<file path="src/rtl/alu_rr_pkg.sv">
// Shared definitions for the round-robin ALU scheduler.
// Holds the datapath widths, the ALU control codes and the output-register state encoding.
package alu_rr_pkg;

  localparam int unsigned DATA_W = 32;
  localparam int unsigned OP_W   = 4;
  localparam int unsigned PERF_W = 16;

  localparam logic [OP_W-1:0] OP_AND = 4'b0000;
  localparam logic [OP_W-1:0] OP_OR  = 4'b0001;
  localparam logic [OP_W-1:0] OP_ADD = 4'b0010;
  localparam logic [OP_W-1:0] OP_SUB = 4'b0110;
  localparam logic [OP_W-1:0] OP_SLT = 4'b0111;
  localparam logic [OP_W-1:0] OP_NOR = 4'b1100;

  typedef enum logic {
    ST_EMPTY = 1'b0,
    ST_FULL  = 1'b1
  } state_e;

endpackage

</file>
<file path="src/rtl/alu32.sv">
// ALU32: shared combinational 32-bit ALU.
// Ports: in0/in1 operands, ALUCtrl control code, ALUOut result, Zero (ALUOut == 0).
// Unknown control codes yield a zero result.
module ALU32
  import alu_rr_pkg::*;
(
  input  logic [DATA_W-1:0] in0,
  input  logic [DATA_W-1:0] in1,
  input  logic [OP_W-1:0]   ALUCtrl,
  output logic [DATA_W-1:0] ALUOut,
  output logic              Zero
);

  always_comb begin
    ALUOut = '0;
    case (ALUCtrl)
      OP_AND:  ALUOut = in0 & in1;
      OP_OR:   ALUOut = in0 | in1;
      OP_ADD:  ALUOut = in0 + in1;
      OP_SUB:  ALUOut = in0 - in1;
      OP_SLT:  ALUOut = {{(DATA_W-1){1'b0}}, (in0 < in1)};
      OP_NOR:  ALUOut = ~(in0 | in1);
      default: ALUOut = '0;
    endcase
    Zero = (ALUOut == '0);
  end

endmodule

</file>
<file path="src/rtl/alu_rr_scheduler_rr_arbiter.sv">
// rr_arbiter: combinational round-robin arbiter.
// Ports: req request vector, pointer (highest-priority index), enable (gates all grants),
//        grant one-hot, grant_idx encoded winner, any_grant.
module rr_arbiter #(
  parameter  int unsigned N     = 4,
  localparam int unsigned IDX_W = (N > 1) ? $clog2(N) : 1
) (
  input  logic [N-1:0]     req,
  input  logic [IDX_W-1:0] pointer,
  input  logic             enable,
  output logic [N-1:0]     grant,
  output logic [IDX_W-1:0] grant_idx,
  output logic             any_grant
);

  // Scan N positions starting at pointer, wrapping; first requester wins.
  always_comb begin
    int unsigned idx;
    idx       = 0;
    grant     = '0;
    grant_idx = '0;
    any_grant = 1'b0;
    for (int unsigned k = 0; k < N; k++) begin
      idx = 32'(pointer) + k;
      if (idx >= N) idx = idx - N;
      if (enable && !any_grant && req[IDX_W'(idx)]) begin
        grant[IDX_W'(idx)] = 1'b1;
        grant_idx          = IDX_W'(idx);
        any_grant          = 1'b1;
      end
    end
  end

endmodule

</file>
<file path="src/rtl/alu_rr_scheduler.sv">
// alu_rr_scheduler: shares one ALU32 among NUM_REQ requesters through a round-robin
// arbiter and a one-entry valid/ready output register.
// Ports: clk, rst_n (async active-low); req_valid/req_ready per requester;
//        req_in0/req_in1 packed 32-bit operands, req_op packed 4-bit codes;
//        rsp_valid/rsp_ready result handshake; rsp_data, rsp_zero, rsp_id result fields.
// Optional: define ALU_RR_SCHED_PERF_EN to add perf_grants/perf_stalls saturating counters.
module alu_rr_scheduler
  import alu_rr_pkg::*;
#(
  parameter int unsigned NUM_REQ = 4,
  parameter int unsigned ID_W    = 2
) (
  input  logic                      clk,
  input  logic                      rst_n,
  input  logic [NUM_REQ-1:0]        req_valid,
  output logic [NUM_REQ-1:0]        req_ready,
  input  logic [NUM_REQ*DATA_W-1:0] req_in0,
  input  logic [NUM_REQ*DATA_W-1:0] req_in1,
  input  logic [NUM_REQ*OP_W-1:0]   req_op,
  output logic                      rsp_valid,
  input  logic                      rsp_ready,
  output logic [DATA_W-1:0]         rsp_data,
  output logic                      rsp_zero,
  output logic [ID_W-1:0]           rsp_id
`ifdef ALU_RR_SCHED_PERF_EN
  ,
  output logic [PERF_W-1:0]         perf_grants,
  output logic [PERF_W-1:0]         perf_stalls
`endif
);

  state_e              state_q;
  logic [ID_W-1:0]     ptr_q;
  logic [ID_W-1:0]     ptr_d;
  logic                can_accept;
  logic [NUM_REQ-1:0]  grant;
  logic [ID_W-1:0]     grant_idx;
  logic                xfer;
  logic [DATA_W-1:0]   alu_a;
  logic [DATA_W-1:0]   alu_b;
  logic [OP_W-1:0]     alu_op;
  logic [DATA_W-1:0]   alu_out;
  logic                alu_zero;

  // Output slot is free if empty or being drained this cycle.
  assign can_accept = (state_q == ST_EMPTY) || rsp_ready;

  rr_arbiter #(.N(NUM_REQ)) u_arb (
    .req       (req_valid),
    .pointer   (ptr_q),
    .enable    (can_accept),
    .grant     (grant),
    .grant_idx (grant_idx),
    .any_grant (xfer)
  );

  // Grant is suppressed while reset is held so no requester sees a phantom accept.
  assign req_ready = grant & {NUM_REQ{rst_n}};

  // Steer the winner's operands into the shared ALU.
  assign alu_a  = req_in0[32'(grant_idx)*DATA_W +: DATA_W];
  assign alu_b  = req_in1[32'(grant_idx)*DATA_W +: DATA_W];
  assign alu_op = req_op[32'(grant_idx)*OP_W +: OP_W];

  ALU32 u_alu (
    .in0     (alu_a),
    .in1     (alu_b),
    .ALUCtrl (alu_op),
    .ALUOut  (alu_out),
    .Zero    (alu_zero)
  );

  assign ptr_d = (32'(grant_idx) == NUM_REQ - 1) ? '0 : ID_W'(grant_idx + 1'b1);

  // Output register, state and round-robin pointer.
  always_ff @(posedge clk or negedge rst_n) begin
    if (!rst_n) begin
      state_q  <= ST_EMPTY;
      ptr_q    <= '0;
      rsp_data <= '0;
      rsp_zero <= 1'b0;
      rsp_id   <= '0;
    end else if (xfer) begin
      state_q  <= ST_FULL;
      ptr_q    <= ptr_d;
      rsp_data <= alu_out;
      rsp_zero <= alu_zero;
      rsp_id   <= grant_idx;
    end else if (rsp_ready) begin
      state_q  <= ST_EMPTY;
    end
  end

  assign rsp_valid = (state_q == ST_FULL);

`ifdef ALU_RR_SCHED_PERF_EN
  // Saturating transfer and stall counters.
  always_ff @(posedge clk or negedge rst_n) begin
    if (!rst_n) begin
      perf_grants <= '0;
      perf_stalls <= '0;
    end else begin
      if (xfer && (perf_grants != '1)) perf_grants <= perf_grants + 1'b1;
      if (!xfer && (|req_valid) && (perf_stalls != '1)) perf_stalls <= perf_stalls + 1'b1;
    end
  end
`endif

endmodule
</file>
<file path="config.mk">
export PLATFORM = sky130hd
export DESIGN_NAME = alu_rr_scheduler
export DESIGN_NICKNAME = d
export VERILOG_FILES = /design/src/rtl/alu_rr_pkg.sv /design/src/rtl/alu32.sv /design/src/rtl/alu_rr_scheduler_rr_arbiter.sv /design/src/rtl/alu_rr_scheduler.sv
export SDC_FILE = /design/constraint.sdc
export NUM_CORES = 1
export LEC_CHECK = 0
export ABC_AREA = 1
export BUFFER_PORTS_ARGS = -buffer_cell sky130_fd_sc_hd__buf_2
export CAP_MARGIN = 20
export CORE_MARGIN = 2
export CORE_UTILIZATION = 51
export DETAILED_ROUTE_END_ITERATION = 12
export GPL_TIMING_DRIVEN = 0
export PLACE_DENSITY = 0.77
export SLEW_MARGIN = 20
export SYNTH_ARGS = -nofsm -noshare
export SYNTH_HDL_FRONTEND = slang
export SYNTH_HIERARCHICAL = 1
export SYNTH_SLANG_ARGS = --single-unit
</file>
<file path="constraint.sdc">
create_clock -name clk -period 8.06 [get_ports clk]
set_clock_uncertainty 0.1 [all_clocks]
set_input_delay 0.806 -clock clk [delete_from_list [all_inputs] [get_ports clk]]
set_output_delay 0.806 -clock clk [all_outputs]
set_load 0.02 [all_outputs]
</file>
==> qor.yml <==
worst-endpoint-arrival_ns: 6.10
detail_route.wl_per_cell_um: 14.65
clock_tree.root_cell: "clkbuf_16"
post-route-util: 0.6064
timing.setup.tns_ns: 0
area_of_all_sequential_standard_cells_um2: 950.9
synth-seq-cells: 38
run_status: "completed"
gr-usage-all-layers: 0.3521
final-instance-count-excl-fill: 3164
synth_async_sr_flop_share: 1.000
tritoncts: "yes"
post-dp-hpwl_um: 40340
critical_path.n_buffers_inverters: 7
clk_pin_slew_ns: 0.06
nNetsFinal: 3225
rsz0062_at_grt: "no"
post_synth_instance_area_um2: 12410
slew_headroom: 0.4124
initial_antenna_violation_count: 6
postCtsSetupBuffers: 0
critical_path.most_common_cell: "nand2_1"
post_cts_hold_buffer_count: 0
yosysSeqAreaShare: 0.07664
routed_wl_um: 46370
multi_input_combinational_cell_area_um2: 8434
place.detailed.instances: 3151
data_required_time_of_the_critical_path_ns: 8.18
drc: 0
slowest_stage: "dfrtp_1"
grt_start_max_net_pins: 43
grt_first_pass_wirelength_um: 72060
io_buffer_count: 318
ys_top_cells_by_area: "nand2_1 30%, inv_1 19%, ha_1 11%"
crit_start: "ptr_q[1]"
setup_violations: 0
worst_path_dominant_cell_family: "simple AND/OR/NAND/NOR gates"
detail-route-antenna-nets: 0
final.hold.worst_slack_ns: 0.3622
cap_violations: 0
cts_resized: 0
rr_startpoint: "ptr_q[1]"
placeableCoreArea_um2: 24110
yosys.cell_count.top_type: "nand2_1"
worst-path-max-fanout: 11
slew_viol_final: 0
post_route_cells_drive_above_1_share: 0.1718
io_pins: 319
first_global_vias: 14490
overflow_left_after_global_routing: 0
max_freq_ghz: 0.1673
synth_top_cell_area_share: 0.2953
post-route-min-period_ns: 5.976
ys_top_cells_by_count: "976 x nand2_1, 620 x inv_1, 250 x nand3_1"
worst-slew-pin-transition_ns: 0.8814
detailroute.via_count: 15880
fp.dieH_um: 160.0
path_class: "flip-flop to flip-flop"
worst_hold_startpoint: "rsp_data[17]"
place_congestion: 1.033
critical_path.startpoint_type: "flip-flop"
ys_warn_count: 6
insertion_delay_ns: 0.29
dominantRegCellSynth: "dfrtp_1"
worst_path_largest_cell_delay_ns: 0.60
max-clock-path-buffers: 2
layout_worst_path_cycle_share: 0.7414
areaGrowthSynthToFinish_pct: 17.80
numCtsBuffers: 5
worstHoldPathType: "flip-flop to flip-flop"
sinks_on_the_clock_net: 38
fp.dieArea_um2: 25590
synth.lib_cells_used.distinct: 41
syn_avg_cell_area_um2: 4.945
fill_cells: 2690
final-hold-violation-count: 0
htreeDepth: 2
starting_utilization_of_the_core_area: 0.5147
number_of_enable_type_register_cells_in_the_synthesized_netlist: 0
cell_count_after_synthesis: 2509
rows: 57
syn_nets: 2900
drt-initial-drc-count: 1736
post-synth-top-area-cell: "nand2_1"
critPathCaptureType: "flip-flop"
chipWidth_um: 160.0
avgViaCountPerCell: 5.019
dr.pass1.iters: 7
worst paths after layout:
kind / cells after the start / endpoint / slack [ns]
setup / recovery: 33 / rsp_zero / 2.08
min in group asynchronous: 1 / rsp_data[3] / 0.53
hold reg to reg: 2 / rsp_data[17] / 0.36
setup reg to reg: 33 / rsp_zero / 2.08
max in group asynchronous: 1 / rsp_zero / 6.77
hold / removal: 2 / rsp_data[17] / 0.36
state kept, by name, summed over array words and instances, names as in the netlist:
name       count
rsp_data      32
ptr_q          2
rsp_id         2
rsp_valid      1
rsp_zero       1
per-layer routing:
metal | routed length, um | global-route usage
met5 | 0 | 0
met4 | 1626 | 0.1286
met3 | 4139 | 0.04416
met2 | 20750 | 0.5876
met1 | 19850 | 0.4664
worst reg2reg max path, delay by kind of cell, from the launching register on:
family | cells | cell delay (ns)
fa+ha+maj | 3 | 1.10
buf+inv | 7 | 1.23
flops | 1 | 0.60
simple gates | 23 | 2.85
kinds of logic (layout without fill, tap and decap cells):
family,count (synthesis),in the layout,share of synthesized area
flops,38,38,0.07664
compound gates,121,121,0.05899
simple gates,1508,1508,0.5066
fa+ha+maj,112,112,0.1141
buf+inv,730,1056,0.2436
other cells,0,5,0
placed cells by master (no fill, tap or decap), types with 22 or more instances in the layout:
| cell | instances |
|---|---|
| nand2_1 | 976 |
| nor2_1 | 190 |
| inv_1 | 620 |
| a21oi_1 | 57 |
| nor2_2 | 22 |
| a221oi_1 | 22 |
| o21ai_0 | 24 |
| nand3_1 | 250 |
| buf_2 | 367 |
| ha_1 | 110 |
| dfrtp_1 | 38 |
| nand4_1 | 22 |
through the flow:
stage	setup slack [ns]	area, um2
after global routing	1.720	14620
after detailed placement	2.259	14410
after CTS	2.194	14600
after floorplan	3.735	12410
after global placement	2.302	14410
final	2.084	14620
cell type report:
cell class	instances	area share
inverters	637	0.1638
multi-input cells	1741	0.5770
clock buffers	6	0.009502
diodes	5	0.0008560
repair buffers	318	0.1089
flip-flops and latches	38	0.06506
clock inverters	2	0.004109
well taps	324	0.02774
plain buffers	93	0.04306
Power is left out: the tool's default activity adds up to more than one toggle a clock period on the data nets, which glitch-free logic cannot reach.
